$ cat src/rtl/mult_seq_param.sv
// mult_seq_param
//   Sequential shift-add multiplier. It produces one 2*WIDTH-bit product
//   for each accepted start request.
//   Operands are captured as magnitudes, together with a sign flag. Over
//   WIDTH iterations the magnitudes are shift-added into an accumulator.
//   The sign is applied once, when the result is registered.
//
// Ports
//   clk          rising-edge clock
//   rst          asynchronous, active-high reset
//   init         start request, accepted in IDLE or DONE
//   a, b         multiplicand / multiplier, captured when init is accepted
//   signed_mode  1 = two's-complement operands/result, captured with a/b
//   result       registered product, held until the next completion
//   done         one-cycle pulse: result is new this cycle
//   busy         high while a multiplication is in progress
module mult_seq_param #(
  parameter int WIDTH = 8
) (
  input  logic               clk,
  input  logic               rst,
  input  logic               init,
  input  logic [WIDTH-1:0]   a,
  input  logic [WIDTH-1:0]   b,
  input  logic               signed_mode,
  output logic [2*WIDTH-1:0] result,
  output logic               done,
  output logic               busy
);

  localparam int P_W   = 2 * WIDTH;
  localparam int CNT_W = $clog2(WIDTH + 1);

  typedef enum logic [1:0] {IDLE, CALC, DONE} state_t;

  state_t           state_q, state_d;
  logic [WIDTH-1:0] a_q, a_d;
  logic [WIDTH-1:0] b_q, b_d;
  logic             sign_q, sign_d;
  logic [P_W-1:0]   acc_q, acc_d;
  logic [P_W-1:0]   res_q, res_d;
  logic [CNT_W-1:0] cnt_q, cnt_d;
  logic [P_W-1:0]   acc_sum;

  // The WIDTH-bit unsigned result of -(-2^(WIDTH-1)) is 2^(WIDTH-1).
  // That is the correct magnitude, so no extra bit is needed.
  function automatic logic [WIDTH-1:0] magnitude(input logic [WIDTH-1:0] v,
                                                 input logic sm);
    return (sm && v[WIDTH-1]) ? WIDTH'(-v) : v;
  endfunction

  // Negating a zero magnitude gives zero, so no negative-zero artefact appears.
  function automatic logic [P_W-1:0] apply_sign(input logic [P_W-1:0] mag,
                                                input logic neg);
    return neg ? P_W'(-mag) : mag;
  endfunction

  assign acc_sum = acc_q + (b_q[0] ? (P_W'(a_q) << cnt_q) : '0);

  always_ff @(posedge clk or posedge rst) begin
    if (rst) begin
      state_q <= IDLE;
      a_q     <= '0;
      b_q     <= '0;
      sign_q  <= 1'b0;
      acc_q   <= '0;
      res_q   <= '0;
      cnt_q   <= '0;
    end else begin
      state_q <= state_d;
      a_q     <= a_d;
      b_q     <= b_d;
      sign_q  <= sign_d;
      acc_q   <= acc_d;
      res_q   <= res_d;
      cnt_q   <= cnt_d;
    end
  end

  always_comb begin
    state_d = state_q;
    a_d     = a_q;
    b_d     = b_q;
    sign_d  = sign_q;
    acc_d   = acc_q;
    res_d   = res_q;
    cnt_d   = cnt_q;
    case (state_q)
      // DONE accepts a start just as IDLE does, so back-to-back products are possible.
      IDLE, DONE: begin
        if (init) begin
          state_d = CALC;
          a_d     = magnitude(a, signed_mode);
          b_d     = magnitude(b, signed_mode);
          sign_d  = signed_mode & (a[WIDTH-1] ^ b[WIDTH-1]);
          acc_d   = '0;
          cnt_d   = '0;
        end else begin
          state_d = IDLE;
        end
      end
      CALC: begin
        acc_d = acc_sum;
        b_d   = b_q >> 1;
        cnt_d = cnt_q + CNT_W'(1);
        if (cnt_q == CNT_W'(WIDTH - 1)) begin
          res_d   = apply_sign(acc_sum, sign_q);
          state_d = DONE;
        end
      end
      default: state_d = IDLE;
    endcase
  end

  assign result = res_q;
  assign done   = (state_q == DONE);
  assign busy   = (state_q == CALC);

endmodule
$ cat config.mk
export PLATFORM = sky130hd
export DESIGN_NAME = mult_seq_param
export DESIGN_NICKNAME = d
export VERILOG_FILES = /design/src/rtl/mult_seq_param.sv
export SDC_FILE = /design/constraint.sdc
export NUM_CORES = 1
export LEC_CHECK = 0
export CAP_MARGIN = 30
export CORE_MARGIN = 2
export CORE_UTILIZATION = 58
export CTS_CLUSTER_SIZE = 40
export DETAILED_ROUTE_END_ITERATION = 8
export GPL_ROUTABILITY_DRIVEN = 0
export PLACE_DENSITY_LB_ADDON = 0.3
export SLEW_MARGIN = 10
export SYNTH_ARGS = -nofsm -noshare
export SYNTH_HDL_FRONTEND = slang
export SYNTH_SLANG_ARGS = --single-unit
$ cat constraint.sdc
create_clock -name clk -period 4.5 [get_ports clk]
set_input_delay 0.675 -clock clk [delete_from_list [all_inputs] [get_ports clk]]
set_output_delay 0.675 -clock clk [all_outputs]
set_load 0.01 [all_outputs]
== Word-level counts from Yosys, hierarchy flattened ==
Cells that the tools add are included.
Word-level totals
  input port bits: 20
  flip-flop bits (word level): 55
  output and inout bits: 18
  memory bits (writable): 0
  memory bits (read-only): 0
  latch bits: 0
  memories kept: 0
  logic and storage cells: 41
Operators by class
  muxes and demuxes: 13
  equality and inequality tests: 5
  add/sub/neg operators: 5
  multiply operators: 0
  $lt $le $gt $ge: 0
  bitwise operators: 2
  shifts and indexed selects: 1
  reductions and logical operators: 8
  divide/modulo/power cells: 0
Operators with widths (count)
  16-bit two-way mux: 3
  16-bit case mux with 2 select lines: 1
  8-bit two-way mux: 3
  16-bit adder: 1
  16-bit negator: 1
  8-bit negator: 2
  8-bit case mux with 2 select lines: 1
  8-bit by 4-bit left shift with 16-bit output: 1
  4-bit case mux with 2 select lines: 1
  2-bit AND reduction: 3
  4-bit by 1-bit adder with 4-bit output (second input constant): 1
  4-bit by 3-bit equality test with 1-bit output (second input constant): 1
  4-bit two-way mux: 1
  2-bit case mux with 2 select lines: 1
  2-bit by 1-bit equality test with 1-bit output (second input constant): 1
  2-bit equality test (second input constant): 1
  1-bit logical AND: 2
  2-bit zero test: 1
  2-bit two-way mux: 1
  2-bit by 1-bit != test with 1-bit output (second input constant): 1
  2-bit != test (second input constant): 1
  2-bit nonzero test: 1
  2-bit OR reduction: 1
  1-bit AND: 1
  other kinds (2): 2

== Depth between registers and ports, before layout ==
Gate-level depths: netlist of run 1.
  word-level depth: 5
  gate-level depth with buffers: 18
  depth with buffers taken out: 16

== Least setup slack after synthesis of run 1 ==
No wires, ideal clock.
  path type: reg2reg
  start: register cnt_q[0]
  end: register res_q[15], in the netlist result[15]
  setup time: 0.125 ns
  clock period less this slack: 3.777 ns
  cell stages (with the launch flop): 19
  data required time: 4.375 ns
  data arrival time: 3.652 ns
  setup slack: 0.723 ns
  path buffers: 2
  path through: dfrtp_1 > buf_1 > mux2i_1 > nor2_1 > a31oi_1 > nor2_1 > a21oi_1 > nor2_1 > ha_1 > buf_6 > a21oi_2 > o21ai_1 > a2111oi_2 > a21oi_1 > xor2_1 > or3_1 > o31ai_4 > xnor2_1 > o21ai_1
On the way
  word-level cells in the longest chain between the ends: 5
Ends and longest elaborated chain
  start, declared: RTL line 42  | logic [CNT_W-1:0] cnt_q, cnt_d;
  start signal, assigned: RTL line 76  | cnt_q <= cnt_d;
  8-bit by 4-bit left shift with 16-bit output: RTL line 58  | assign acc_sum = acc_q + (b_q[0] ? (P_W'(a_q) << cnt_q) : '0);
  16-bit two-way mux: RTL line 58
  16-bit adder: RTL line 58
  16-bit negator: RTL line 55  | return neg ? P_W'(-mag) : mag;
  16-bit two-way mux: RTL line 55
  end signal, assigned: RTL line 75  | res_q <= res_d;
  end, declared: RTL line 41  | logic [P_W-1:0] res_q, res_d;
Several ways; a longest one is shown, not always the timed one.
A chain may end at the register's enable or synchronous reset.

== Worst setup path after layout of run 1 ==
  start: register cnt_q[0]
  end: register res_q[14], in the netlist result[14]
The elaborated chain is that of the path after synthesis.

==> flow_results.org, run 1 <==
** Status
- Outcome :: completed

** Worst setup path
- On the critical path, the stage with the largest delay is an instance of sky130_fd_sc_hd__dfrtp_1.
- Largest stage delay on the critical path :: 0.67 ns
- Peak fanout along the critical path :: 13
- CP required :: 4.69 ns
- Worst EP arrival :: 4.24 ns
- Critical path class :: flop to flop
- Crit path launch type :: flop
- The worst setup path is captured at a flop.
- Cell-by-cell listing of the critical path :: mux2i_1, nor2_1, a31oi_1, nor2_1, a21oi_1, nor2_1, ha_1, a21oi_2, o21ai_1, a2111oi_2, a21oi_1, xor2_1, or3_1, o21ai_1, xor2_1, o21ai_1

** Place
- Worst-case setup slack after placement :: 0.514 ns
- DP HPWL :: 6490 µm
- Once placement completed, the tool counted placed cells totaling 542.
- Port Buffer Count :: 37

** Logic synthesis
- In this run, synthesis inferred 0 flip-flops with an integrated enable.
- The biggest area contributor in the post-synthesis netlist is sky130_fd_sc_hd__dfrtp_1.
- Adder and majority gate portion of the synthesized area :: 6.67%
- Async S/R FF share, synth :: 100%
- Warning count from the yosys run :: 0
- By count the netlist is led by sky130_fd_sc_hd__nand2_1, sky130_fd_sc_hd__dfrtp_1, sky130_fd_sc_hd__o21ai_0.
- Synthesized-area fraction occupied by ao, oa, aoi and oai cells :: 22.2%
- After synthesis, the mean cell area works out to 8.68 µm².
- Combined area of all synthesized cells :: 0.00386 mm²
- #FFs+latches synth :: 55
- Unique cell type count in the Yosys netlist :: 59
- Net count after synthesis :: 485
- Counting every instance in the synthesized netlist gives 445.
- Measured against the total synthesized area, the mux share comes to 4.21%.
- After synthesis, flip-flops and latches occupy 35.6% of the total area.
- Share of the synthesized area in the top cell type :: 35.6%
- Of the total synthesized cell area, the portion taken by XOR and XNOR cells is 7.94%.
- By instance count, the leading cell after synthesis is sky130_fd_sc_hd__nand2_1.
- In the synthesized netlist the dominant register cell turns out to be sky130_fd_sc_hd__dfrtp_1.
- Simple logic cell fraction of the synthesized area :: 19.3%
- By area the synthesized netlist is led by sky130_fd_sc_hd__dfrtp_1, sky130_fd_sc_hd__ha_1, sky130_fd_sc_hd__o21ai_0.
- Largest family of logic cells by synthesized area :: compound AO/OA/AOI/OAI gates

** Floorplan
- 38 I/O pins were placed.
- The initial utilization of the core area, before any placement, comes to 60.5%.
- Die width :: 85.6 µm
- Vertical die dimension :: 85.6 µm
- Core Box Area :: 0.00639 mm²
- The die covers 0.00733 mm².
- The initialized floorplan defines 29 standard-cell rows.

** Routing
- After the first detailed-routing iteration, the DRC count stood at 137.
- The final layout contains routed wiring with a total length of 8540 µm.
- In the final routed layout, each cell accounts on average for 15.5 µm.
- In this run the remaining antenna-violating nets after routing total 0.
- Using the TritonRoute via totals, the vias-per-cell ratio works out to 5.98.
- DRC violations left :: 0
- The first detailed-routing pass ran for 4 iterations.
- The final route contains 3291 vias.

** GRT
- Number of global-route vias before repair :: 3195
- Pin count of the biggest net entering global routing :: 34
- For this run, the total global-route usage over all layers was measured as 24.5%.
- Total global routing overflow :: 0
- The first global-routing pass estimated 14400 µm of wire.
- The initial antenna violation count is 0.

** Final layout
- Number of filler cells placed in the layout :: 535
- Area used by multi-input combinational logic :: 0.00233 mm²
- Registers take 0.00138 mm².
- 0 antenna diodes ended up in the layout.
- Once layout is complete, the cells apart from fillers number 550.
- Fraction of layout cells with a size suffix above 1 :: 6.77%
- The area growth from synthesis to layout is 13.5%.
- Final Net Count :: 512

** Clock tree
- Clock latency on the worst-skew pair, taken at its later pin, is 0.31 ns.
- The root buffer cell chosen for the clock tree is sky130_fd_sc_hd__clkbuf_8.
- TritonCTS built the clock tree.
- Count of clock tree sinks :: 55
- Htree depth :: 2
- Post-CTS resize count :: 0
- Counting the buffers created by CTS gives 5.
- Max clock buf depth :: 2
- Count of hold-fix buffers inserted at cts :: 0
- Once the clock tree was built, the setup fixing pass inserted 0 buffers.
- After clock tree synthesis, the clock-pin slew on the worst setup and hold paths is 0.10 ns.

** Hold path
- The path class of the tightest hold or removal check is flop to flop.

** STA
- RSZ-0062 raised after global routing :: false
- The worst path needs 4.05 ns of the cycle, external delays included.
- Worst path setup slack after routing :: 0.449 ns
- Setup violations remaining at the end of the flow were counted as 0.
- Relative slew margins :: 45.8%
- The hold violation count in the final report was 0.
- Hold timing on the final database bottoms out at a slack of 0.484 ns.
- Max Clock Freq :: 0.247 GHz
- Dividing the final minimum period by the clock period gives 90.0%.
- Adding up every negative setup slack in the final design gives 0 ns.
- The number of pins with negative max-slew slack in the final report came to 0.
- At the pin with the least slew margin, the transition time is 0.813 ns.
- For the final database, setup skew stands at 0.00479 ns.

** Power and ir drop
- Portion of total power attributed to the clock network :: 9.2%
- Net switching power :: 1.50 mW
- The internal power of the cells totals 1.70 mW.
- Sw Ratio :: 46.9%
- Post-layout total power :: 3.20 mW
- Across the VDD grid, the largest voltage drop is 0.000423 V.
- Power spread over the standard cell area amounts to 730 mW/mm².
- Leak pwr :: 1.95 nW
- Combinational logic is responsible for 61.7% of the overall power.
- Proportion of power drawn by flip-flops and latches :: 29.1%

** Run
- The tool flagged a number of max-cap violations equal to 0.
-- path summary, 6_finish.rpt --
check / end / slack, ns / cells past startpoint / start
worst max-delay path: result[14] / 0.45 / 16 / cnt_q[0]
worst min-delay path: result[6] / 0.48 / 2 / result[6]
worst max register to register: result[14] / 0.45 / 16 / cnt_q[0]
worst min register to register: result[6] / 0.48 / 2 / result[6]
max in group asynchronous: acc_q[1] / 3.22 / 3 / rst
min in group asynchronous: b_q[1] / 0.73 / 2 / rst
-- registers in the layout (all words and copies together) (netlist names) --
register  count
result       16
sign_q        1
cnt_q         4
state_q       2
a_q           8
b_q           8
acc_q        16
-- kinds of logic after synthesis --
kind of cell / after synthesis
adder cells (fa/ha/maj): 20
flip-flops: 55
XOR/XNOR: 35
AO/OA/AOI/OAI: 126
AND/OR/NAND/NOR: 155
multiplexers: 16
buffers and inverters: 38
-- cell usage in the layout (no fill, tap or decap), types with 3 or more instances in the layout --
cell and count:
sky130_fd_sc_hd__a21o_1 6, sky130_fd_sc_hd__a21oi_1 9, sky130_fd_sc_hd__a22o_1 9, sky130_fd_sc_hd__a22oi_1 10, sky130_fd_sc_hd__and2_1 4, sky130_fd_sc_hd__and3b_1 3
sky130_fd_sc_hd__buf_4 5, sky130_fd_sc_hd__clkbuf_8 6, sky130_fd_sc_hd__clkdlybuf4s50_1 37, sky130_fd_sc_hd__dfrtp_1 55, sky130_fd_sc_hd__ha_1 19, sky130_fd_sc_hd__inv_1 14
sky130_fd_sc_hd__mux2i_1 14, sky130_fd_sc_hd__nand2_1 59, sky130_fd_sc_hd__nand2b_1 7, sky130_fd_sc_hd__nand3_1 15, sky130_fd_sc_hd__nor2_1 34, sky130_fd_sc_hd__nor2b_1 12
sky130_fd_sc_hd__nor3_1 6, sky130_fd_sc_hd__o211ai_1 5, sky130_fd_sc_hd__o21a_1 3, sky130_fd_sc_hd__o21ai_0 45, sky130_fd_sc_hd__o21ai_1 9, sky130_fd_sc_hd__o22ai_1 3
sky130_fd_sc_hd__o31ai_1 5, sky130_fd_sc_hd__or3_1 5, sky130_fd_sc_hd__xnor2_1 17, sky130_fd_sc_hd__xor2_1 18
-- power groups by stage --
| stage | combinational, mW | clock [mW] | sequential [mW] |
|---|---|---|---|
| floorplan | 1.49 | 0 | 0.861 |
| global placement | 1.90 | 0 | 0.923 |
| detailed placement | 1.96 | 0 | 0.934 |
| CTS | 1.97 | 0.299 | 0.926 |
| global route | 2.20 | 0.315 | 0.955 |
| finish | 1.98 | 0.294 | 0.931 |
-- critical path, delay by kind of cell (launching register included) --
family,cells,cell delay [ns]
XOR/XNOR,2,0.37
multiplexers,1,0.28
adder cells (fa/ha/maj),1,0.38
AND/OR/NAND/NOR,4,0.65
flip-flops,1,0.67
AO/OA/AOI/OAI,8,1.56
-- metal layers --
layer	GRT usage, %	share of wire, %
met1	31.3	45
met2	43.5	50
met3	3.27	4.0
met4	6.78	1.1
met5	0	0
-- stage by stage --
| step | instance area (µm²) | utilization (%) |
|---|---|---|
| finish | 4380 | 68.6 |
| CTS | 4380 | 68.6 |
| global route | 4380 | 68.6 |
| detailed placement | 4290 | 67.1 |
| floorplan | 3860 | - |
| global placement | 4270 | 66.8 |
-- final cells by class --
type / count / area share, %
clock buffer: 7 / 1.97
sequential: 55 / 31.4
multi-input combinational: 352 / 53.2
inverter: 15 / 1.28
tap: 77 / 2.20
clock inverter: 1 / 0.200
timing repair buffer: 43 / 9.76
No activity file was read; power rests on OpenSTA's default activity.
==> run 2: changes to the inputs <==
CORE_ASPECT_RATIO = 1.25   (was unset)
CORE_MARGIN = unset   (was 2)
REMOVE_ABC_BUFFERS = 1   (was unset)
==> run 2 against run 1 <==
  * Fmax up 0.40%
  * Count of clock-buffer cells in the layout down 2
  * Final cell count up 1.5%
  * Wire length down 4.4%
  * Sequential power down 1%
  * Combinational power about the same
  * Non-clock buffer count unchanged
  * Via count down 0.40%
  * Register-to-register slack better by 0.02 ns
  * Sequential cell count unchanged
  * Utilization up 1.1 points
  * Worst setup slack better by 0.016 ns
  * Largest cell class unchanged
  * Highest routed layer unchanged
==> flow_results.org, run 2 (synthesis results as in run 1) <==
** Hold path
- Hold Crit Class :: flop to flop

** Worst setup path
- The worst setup path is captured at a flop.
- Cell-by-cell listing of the critical path :: mux2i_1, nor2_1, a31oi_1, nor2_1, a21oi_1, nor2_1, ha_1, a21oi_2, o21ai_1, a2111oi_2, a21oi_1, xor2_1, or3_1, o31ai_4, xnor2_1, o21ai_1
- Critical path class :: flop to flop
- STA classifies the critical path startpoint as a flop.
- CP required :: 4.72 ns
- At the worst endpoint, the arrival time is 4.25 ns.
- Cell mode on critical path :: sky130_fd_sc_hd__nor2_1
- Among all stages on the critical path, the largest delay is contributed by sky130_fd_sc_hd__dfrtp_1.
- Category of cells accounting for the largest share of critical-path delay :: compound AO/OA/AOI/OAI gates
- Count of buffer and inverter cells on the critical path :: 0
- Largest stage delay on the critical path :: 0.65 ns
- Peak fanout along the critical path :: 13

** GRT
- The initial antenna violation count came to 0.
- Entering global routing, the biggest net connects 56 pins.
- Wire length of the first global-routing pass :: 14600 µm
- Total global routing overflow :: 0
- The via count of the first global-routing pass was 3173.
- Global routing used 27.0% of the available tracks across all layers.

** Power and ir drop
- Cell Pwr Density :: 723 mW/mm²
- Worst IR drop on VDD :: 0.000309 V
- Total power for the finished layout comes to 3.17 mW.
- Summed over all cells, the static leakage comes to 1.94 nW.

** Final layout
- From synthesis to final layout, the design area changed by 13.4%.
- Most common cell after layout, fill and taps aside :: sky130_fd_sc_hd__nand2_1
- Post-Layout Inst Area :: 0.00438 mm²
- Fraction of layout cells with a size suffix above 1 :: 6.98%
- The net count of the finished layout is 512.
- Antenna cells :: 0
- Commonest non-fill, non-tap cells in the layout :: sky130_fd_sc_hd__nand2_1, sky130_fd_sc_hd__dfrtp_1, sky130_fd_sc_hd__o21ai_0, sky130_fd_sc_hd__clkdlybuf4s50_1, sky130_fd_sc_hd__nor2_1

** Place
- DP Area :: 0.00429 mm²
- DP HPWL :: 6150 µm
- During placement, the flow inserted port buffers numbering 37.

** Floorplan
- Die width :: 75.0 µm
- Full die area :: 0.00699 mm²
- In this run the vertical extent of the chip is 93.2 µm.
- Once the floorplan was initialized, standard cells occupied 61.4% of the core.
- Cell row count :: 32
- In this run the count of I/O pins placed on the die edge is 38.
- Core Box Area :: 0.00629 mm²

** Clock tree
- After clock tree synthesis, the flow added hold-fix buffers numbering 0.
- The clock passes through at most 2 buffers.
- The clock net in this run drives a total of 55 sinks.
- Clock transition at the register clock pins on the worst setup and hold paths after CTS :: 0.10 ns
- After clock tree synthesis, the repair step resized 0 gates.
- Clk root buf :: sky130_fd_sc_hd__clkbuf_8
- TritonCTS built the clock tree.
- In this run the post-CTS setup repair buffer count came out at 0.
- The number of clock buffers added by TritonCTS is 5.
- Clock latency on the worst-skew pair, taken at its later pin, is 0.32 ns.
- Htree depth :: 2

** STA
- RSZ-0062 raised after global routing :: false
- Relative slew margins :: 47.6%
- Max-slew violation total from the final report :: 0
- Final-report setup violation count :: 0
- For the finished layout, the period the worst path requires is 4.03 ns.
- Max Clock Freq :: 0.248 GHz
- Summed over all failing endpoints, the final setup total negative slack is 0 ns.
- In the finished design, the share of the clock period the worst path needs comes to 89.7%.
- Slew at the pin closest to its max-slew limit :: 0.786 ns
- Final hold violation count :: 0
- On the final layout, the worst clock skew is 0.00822 ns.

** Routing
- Starting DRC count in detailed routing :: 253
- In the final routed layout, each cell accounts on average for 14.6 µm.
- For this run, design rule violations remaining after detail routing come to 0.
- Summing over every cut layer, the via total after detailed routing is 3278.
- Detailed-routing iteration count for the pre-antenna-repair pass :: 4
- After detailed routing, the number of vias per cell comes to 5.87.
- Detailed Route WL :: 8170 µm
- Routed Antenna Nets :: 0

** Run
- The tool flagged a number of max-cap violations equal to 0.

** Status
- Outcome :: completed
-- run 2: per-layer routing --
metal / up-vias / global-route usage [%] / wire length [µm]
met2: 76 / 45.2 / 4140
li1: 1629 / - / -
met1: 1553 / 33.7 / 3550
met5: - / 0 / 0
met3: 20 / 4.31 / 241
met4: 0 / 11.6 / 242
-- run 2: path summary, 6_finish.rpt --
| kind | start | to | slack, ns | depth (start not counted) |
|---|---|---|---|---|
| min reg2reg | result[1] | result[1] | 0.49 | 2 |
| max reg2reg | cnt_q[0] | result[15] | 0.47 | 16 |
| min in group asynchronous | rst | result[0] | 0.85 | 3 |
| max | cnt_q[0] | result[15] | 0.47 | 16 |
| max in group asynchronous | rst | acc_q[15] | 3.21 | 3 |
| min | result[1] | result[1] | 0.49 | 2 |
-- run 2: cell type report --
type	instances	area, µm²
fillers	530	1900
well taps	85	106
clock inverters	3	23.8
inverters	15	56.3
multi-input cells	352	2330
flip-flops and latches	55	1380
clock buffers	5	68.8
repair buffers	43	419
-- run 2: worst reg2reg max path, delay by kind of cell (launching register included) --
family,cells,cell delay (ns)
mux,1,0.30
fa+ha+maj,1,0.39
simple gates,4,0.66
compound gates,8,1.59
xor+xnor,2,0.34
flops,1,0.65
-- run 2: metrics by stage --
step	hold WS (ns)	util (%)	std cells	setup WS, ns
after floorplan	0.456	-	422	0.866
after global placement	0.459	68.1	549	0.645
after detailed placement	0.469	68.2	550	0.496
after CTS	0.493	69.7	558	0.477
after global routing	0.519	69.7	558	0.112
final	0.485	69.7	558	0.466
-- run 2: report_power, final --
group	switching [mW]	internal, mW
Sequential	0.207	0.711
Clock	0.174	0.112
Combinational	1.10	0.866
